--- config.mk ---
export PLATFORM = sky130hd
export DESIGN_NAME = pwl_exp_pipe
export DESIGN_NICKNAME = d
export VERILOG_FILES = /design/src/rtl/pwl_exp_pipe.sv
export SDC_FILE = /design/constraint.sdc
export NUM_CORES = 1
export LEC_CHECK = 0
export ABC_CLOCK_PERIOD_IN_PS = 10940
export BUFFER_PORTS_ARGS = -buffer_cell sky130_fd_sc_hd__buf_4
export CAP_MARGIN = 15
export CORE_UTILIZATION = 52
export DETAILED_ROUTE_END_ITERATION = 10
export GPL_TIMING_DRIVEN = 0
export PLACE_DENSITY = 0.74
export RECOVER_POWER = 50
export SKIP_LAST_GASP = 1
export SLEW_MARGIN = 20
export SYNTH_ARGS = -nofsm -noshare
export SYNTH_HDL_FRONTEND = slang
export SYNTH_SLANG_ARGS = --single-unit
--- constraint.sdc ---
create_clock -name clk -period 10.94 [get_ports clk]
set_clock_uncertainty 0.05 [all_clocks]
set_input_delay 1.641 -clock clk [delete_from_list [all_inputs] [get_ports clk]]
set_output_delay 1.641 -clock clk [all_outputs]
set_load 0.005 [all_outputs]
--- src/rtl/pwl_exp_pipe.sv ---
// Piecewise-linear BF16 exp approximation: per-lane classify, table lookup, base + M*slope.
// Three registered stages, 3-cycle latency; a stalled output (out_valid & !out_ready) freezes every stage.
module pwl_exp_pipe #(
  parameter int          LANES     = 1,
  parameter int          EMIN      = -7,
  parameter int          EMAX      = 6,
  parameter int          ROUND     = 0,
  parameter logic [15:0] SAT_POS   = 16'h7F80,
  parameter logic [15:0] SAT_NEG   = 16'hFF80,
  parameter logic [15:0] SMALL_VAL = 16'h0000,
  parameter logic [15:0] QNAN      = 16'h7FC0,
  localparam int         D         = EMAX - EMIN,
  localparam int         IW        = (D > 1) ? $clog2(D) : 1
) (
  input  logic                  clk,
  input  logic                  rst,
  input  logic                  in_valid,
  output logic                  in_ready,
  input  logic [16*LANES-1:0]   in_data,
  output logic                  out_valid,
  input  logic                  out_ready,
  output logic [16*LANES-1:0]   out_data,
  input  logic                  cfg_w_en,
  input  logic                  cfg_sgn,
  input  logic [IW-1:0]         cfg_idx,
  input  logic [15:0]           cfg_base,
  input  logic [15:0]           cfg_offset,
  output logic [1:0]            inflight
);

  typedef enum logic [1:0] {CLS_RANGE, CLS_SMALL, CLS_BIG, CLS_NAN} cls_e;

  localparam logic [7:0]  E_LO  = 8'(127 + EMIN);
  localparam logic [7:0]  E_HI  = 8'(127 + EMAX);
  localparam logic [IW:0] D_LIM = (IW + 1)'(D);

  logic stall;
  logic adv;

  // Coefficient table, deliberately left out of reset so configuration survives it.
  logic [15:0] base_q   [2][D];
  logic [15:0] base_d   [2][D];
  logic [15:0] offset_q [2][D];
  logic [15:0] offset_d [2][D];

  logic v1_q, v1_d, v2_q, v2_d, v3_q, v3_d;

  cls_e        s1_cls_q [LANES];
  cls_e        s1_cls_d [LANES];
  logic        s1_sgn_q [LANES];
  logic        s1_sgn_d [LANES];
  logic [IW-1:0] s1_idx_q [LANES];
  logic [IW-1:0] s1_idx_d [LANES];
  logic [6:0]  s1_man_q [LANES];
  logic [6:0]  s1_man_d [LANES];

  cls_e        s2_cls_q  [LANES];
  cls_e        s2_cls_d  [LANES];
  logic        s2_sgn_q  [LANES];
  logic        s2_sgn_d  [LANES];
  logic [15:0] s2_base_q [LANES];
  logic [15:0] s2_base_d [LANES];
  logic [22:0] s2_prod_q [LANES];
  logic [22:0] s2_prod_d [LANES];

  logic [16*LANES-1:0] out_data_q, out_data_d;

  assign stall     = v3_q & ~out_ready;
  assign adv       = ~stall;
  assign in_ready  = adv;
  assign out_valid = v3_q;
  assign out_data  = out_data_q;
  assign inflight  = {1'b0, v1_q} + {1'b0, v2_q} + {1'b0, v3_q};

  always_comb begin
    base_d   = base_q;
    offset_d = offset_q;
    if (cfg_w_en && ({1'b0, cfg_idx} < D_LIM)) begin
      base_d[cfg_sgn][cfg_idx]   = cfg_base;
      offset_d[cfg_sgn][cfg_idx] = cfg_offset;
    end
  end

  always_comb begin
    v1_d = v1_q;
    v2_d = v2_q;
    v3_d = v3_q;
    if (adv) begin
      v1_d = in_valid;
      v2_d = v1_q;
      v3_d = v2_q;
    end
  end

  // S1: decode and classify; non-range lanes carry index 0 so the S2 read stays in bounds.
  always_comb begin
    logic [7:0] e;
    logic [6:0] m;
    cls_e       cls;
    e   = '0;
    m   = '0;
    cls = CLS_RANGE;
    for (int l = 0; l < LANES; l++) begin
      s1_cls_d[l] = s1_cls_q[l];
      s1_sgn_d[l] = s1_sgn_q[l];
      s1_idx_d[l] = s1_idx_q[l];
      s1_man_d[l] = s1_man_q[l];
      e = in_data[16*l+7 +: 8];
      m = in_data[16*l +: 7];
      if (e == 8'hFF && m != 7'd0) begin
        cls = CLS_NAN;
      end else if (e >= E_HI) begin
        cls = CLS_BIG;
      end else if (e < E_LO) begin
        cls = CLS_SMALL;
      end else begin
        cls = CLS_RANGE;
      end
      if (adv) begin
        s1_cls_d[l] = cls;
        s1_sgn_d[l] = in_data[16*l+15];
        s1_man_d[l] = m;
        s1_idx_d[l] = (cls == CLS_RANGE) ? IW'(e - E_LO) : '0;
      end
    end
  end

  // S2: table read and multiply; a held product is never recomputed while stalled.
  always_comb begin
    for (int l = 0; l < LANES; l++) begin
      s2_cls_d[l]  = s2_cls_q[l];
      s2_sgn_d[l]  = s2_sgn_q[l];
      s2_base_d[l] = s2_base_q[l];
      s2_prod_d[l] = s2_prod_q[l];
      if (adv) begin
        s2_cls_d[l]  = s1_cls_q[l];
        s2_sgn_d[l]  = s1_sgn_q[l];
        s2_base_d[l] = base_q[s1_sgn_q[l]][s1_idx_q[l]];
        s2_prod_d[l] = 23'(s1_man_q[l]) * 23'(offset_q[s1_sgn_q[l]][s1_idx_q[l]]);
      end
    end
  end

  // S3: add, select by class; only real beats overwrite the output register.
  always_comb begin
    logic [15:0] y;
    logic [15:0] rnd;
    out_data_d = out_data_q;
    y          = '0;
    rnd        = '0;
    for (int l = 0; l < LANES; l++) begin
      rnd = (ROUND != 0) ? {15'd0, s2_prod_q[l][6]} : 16'd0;
      y   = s2_base_q[l] + s2_prod_q[l][22:7] + rnd;
      if (adv && v2_q) begin
        case (s2_cls_q[l])
          CLS_NAN:   out_data_d[16*l +: 16] = QNAN;
          CLS_BIG:   out_data_d[16*l +: 16] = s2_sgn_q[l] ? SAT_NEG : SAT_POS;
          CLS_SMALL: out_data_d[16*l +: 16] = SMALL_VAL;
          default:   out_data_d[16*l +: 16] = y;
        endcase
      end
    end
  end

  always_ff @(posedge clk) begin
    if (rst) begin
      v1_q       <= 1'b0;
      v2_q       <= 1'b0;
      v3_q       <= 1'b0;
      out_data_q <= '0;
    end else begin
      v1_q       <= v1_d;
      v2_q       <= v2_d;
      v3_q       <= v3_d;
      out_data_q <= out_data_d;
    end
  end

  always_ff @(posedge clk) begin
    base_q    <= base_d;
    offset_q  <= offset_d;
    s1_cls_q  <= s1_cls_d;
    s1_sgn_q  <= s1_sgn_d;
    s1_idx_q  <= s1_idx_d;
    s1_man_q  <= s1_man_d;
    s2_cls_q  <= s2_cls_d;
    s2_sgn_q  <= s2_sgn_d;
    s2_base_q <= s2_base_d;
    s2_prod_q <= s2_prod_d;
  end

endmodule

==> qor.yml <==
global_routing:
  grt_max_degree: 57
  grt_pass1_vias: 21400
  gr-total-overflow: 0
  grt_pass1_wl_um: 136000
  grt_usage: 0.2524
  antenna_found_initial: 0
floorplan:
  die_h_um: 272.8
  core_area_um2: 71980
  initial_utilization: 0.5298
  die-area_um2: 74420
  std_cell_rows: 98
  die_w_um: 272.8
  pin_count: 78
timing:
  fin_tns_setup_ns: 0
  slew_headroom: -0.9973
  fmax_ghz: 0.1246
  rsz0062_at_grt: "false"
  fin_ws_ns: 2.913
  setup_viol: 0
  timing.final.crit_share: 0.7338
  worst_slew_pin_slew_ns: 2.996
  drv_slew: 57
  period_needed_ns: 8.027
  hold_viol: 0
final_layout:
  final_core_util: 0.6061
  area_delta_synth_final_pct: 14.40
  fillCellCount: 4955
  fin_nets: 2469
  drive_gt1_frac: 0.2025
placement:
  port_buffers: 77
  dp_worst_setup_slack_ns: 2.930
  hpwl_um: 59830
  gp_congestion: 0.8592
worst_setup_path:
  cp_slowest_cell: "fa_1"
  path_delay_family: "compound AO/OA/AOI/OAI gates"
  crit_fanout: 10
  required_ns: 11.28
  worstPathBufferInverterCount: 8
  cpMostUsedCell: "fa_1"
  cp_slowest_stage_delay_ns: 0.55
  cp_data_arrival_time_ns: 8.36
  end_kind: "register"
  start_kind: "register"
  path_class: "reg -> reg"
clock_network:
  cts.sinks: 900
  cts_resized: 0
  postCtsSetupRepairBufs: 0
  cts_htree_levels: 3
  cts_tree: "done"
  insertion_delay_ns: 0.66
  hold_buffers: 0
  cts.root.buffer_cell: "clkbuf_16"
  cts_made_buffers: 89
  clk_path_buf_depth: 3
  clk_pin_slew_worst_paths_ns: 0.06
power_and_ir_drop:
  leakage_nw: 14.88
  ir_drop_mv: 0.1467
  powerDensity_nw_per_um2: 201.7
routing:
  vias_per_cell: 6.285
  wl_per_cell_um: 27.95
  antenna_left: 0
  drtIter0Drc: 2510
  dr.pass1.iters: 5
  wirelength_um: 92570
  routed-via-count: 20820
  drcViolationCount: 0
job:
  cap_violations: 1
outcome:
  status: "finished, violations left"
  violations: "capacitance limit, slew limit"
min_path:
  hp-class: "reg -> reg"
logic_synthesis:
  synth_area_um2: 38130
  synth.area.top_cells: "edfxtp_1 69%, mux4_2 9.7%, fa_1 3.7%"
  synth_nets: 2262
  yosys.cell_types.count: 66
  yosys.area.top_type: "edfxtp_1"
  yosys_register_bits: 900
  avgSynthCellArea_um2: 18.33
  synth_top_area_frac: 0.6938
  synthFlopType: "edfxtp_1"
  async_flop_share: 0
  yosysSeqAreaShare: 0.7037
  yosysWarningCount: 0
  synth_cells: 2080
  synth_edf_count: 881
-- cell usage in the layout, fill, tap and decap left out, types with 6 or more instances in the layout --
cell type  Yosys  routed
nor2b_1       11      11
a21oi_1       52      52
clkinv_1       2      27
clkbuf_1      45      98
bufinv_16      0       6
clkbuf_16      0      91
o22ai_1       29      29
mux2_2        30      30
a221oi_1      26      26
buf_16         0      20
xor2_1        13      13
nand2_1       93      93
o31a_1        28      28
fa_1          70      70
ha_1          54      54
inv_1         89      89
a22oi_1        7       7
nand3_1       16      16
edfxtp_1     881     881
clkinv_2       0      17
a21o_1        15      15
mux4_2       165     165
o21ai_0       72      72
xnor2_1       13      13
and2_1        72      72
buf_12         0      12
nor2_4         0      25
buf_4         13      51
buf_1         13      12
mux2i_1       90      90
nor2_1        58      33
dfxtp_1       19      19
nor3_1        14      14
buf_2         23      23
-- power by group --
group          switching, mW  internal (mW)  total (mW)
clock                   1.31           1.67        2.98
sequential            0.0432           3.95        3.99
combinational           1.07          0.762        1.83
-- final timing paths --
path | from | to | slack, ns | cells after the start
setup reg to reg | s1_sgn_q$_DFFE_PN_ | s2_prod_q[17]$_DFFE_PN_ | 2.91 | 28
hold / removal | out_data[2]$_SDFFE_PP0P_ | out_data[2]$_SDFFE_PP0P_ | 0.42 | 2
setup / recovery | s1_sgn_q$_DFFE_PN_ | s2_prod_q[17]$_DFFE_PN_ | 2.91 | 28
hold reg to reg | out_data[2]$_SDFFE_PP0P_ | out_data[2]$_SDFFE_PP0P_ | 0.42 | 2
-- cell usage after synthesis (all sizes together) (45+ instances only) --
cell type / count
a21oi: 54
o21ai: 76
mux4: 166
fa: 70
mux2i: 90
ha: 54
edfxtp: 881
buf: 52
nand2: 94
and2: 72
nor2: 58
inv: 89
clkbuf: 45
-- per-layer routing --
| metal | vias to the layer above | share of wire | wire length [µm] | track usage |
|---|---|---|---|---|
| li1 | 8642 | - | - | - |
| met1 | 10810 | 0.38 | 34970 | 0.3324 |
| met2 | 1181 | 0.49 | 45480 | 0.4140 |
| met3 | 180 | 0.10 | 9274 | 0.05922 |
| met4 | 0 | 0.031 | 2844 | 0.08782 |
| met5 | - | 0 | 0 | 0 |
-- worst register-to-register path: cells and delay by family (launching register included) --
kind	cells	cell delay, ns
AOI/OAI and AO/OA	11	2.52
adders and majority gates	5	2.24
buffers and inverters	8	1.71
DFF	1	0.44
muxes	1	0.40
and+or+nand+nor	3	0.41
-- sequential cells by signal, summed over array words and instances, names as in the netlist --
| name | count |
|---|---|
| out_valid | 1 |
| s1_sgn_q | 1 |
| s2_cls_q | 2 |
| base_q | 416 |
| s1_man_q | 7 |
| s1_idx_q | 4 |
| s2_prod_q | 16 |
| v2_q | 1 |
| s2_base_q | 16 |
| out_data | 16 |
| offset_q | 416 |
| v1_q | 1 |
| s1_cls_q | 2 |
| s2_sgn_q | 1 |
-- logic make-up (layout without fill, tap and decap cells) --
family,after synthesis,in the layout,synth area share
AO/OA/AOI/OAI,269,269,0.04731
XOR/XNOR,26,26,0.005972
adder cells (fa/ha/maj),124,124,0.05447
buffers and inverters,188,469,0.02113
flip-flops,900,900,0.7037
multiplexers,286,286,0.1306
other,0,1,0
AND/OR/NAND/NOR,287,287,0.03675
-- through the flow --
step                      power, mW  area, µm²  instances  hold slack (ns)
after floorplan               5.387      38130       2080           0.3503
after CTS                     8.835      43770       3310           0.4196
after global placement        5.821      39900       3107           0.3950
after detailed placement      5.889      40950       3145           0.4117
final                         8.801      43630       3312           0.4164
after global routing          9.160      43620       3311           0.4422
-- area by class of cell --
class / instances / area (µm²) / area share
clock inverters: 60 / 489.2 / 0.01121
flip-flops and latches: 900 / 26840 / 0.6151
inverters: 91 / 341.6 / 0.007830
clock buffers: 105 / 2330 / 0.05340
multi-input cells: 992 / 10680 / 0.2448
repair buffers: 116 / 1294 / 0.02966
well taps: 950 / 1189 / 0.02725
diodes: 1 / 2.502 / 0.00005736
plain buffers: 97 / 465.4 / 0.01067
No activity file was read; power rests on OpenSTA's default activity.
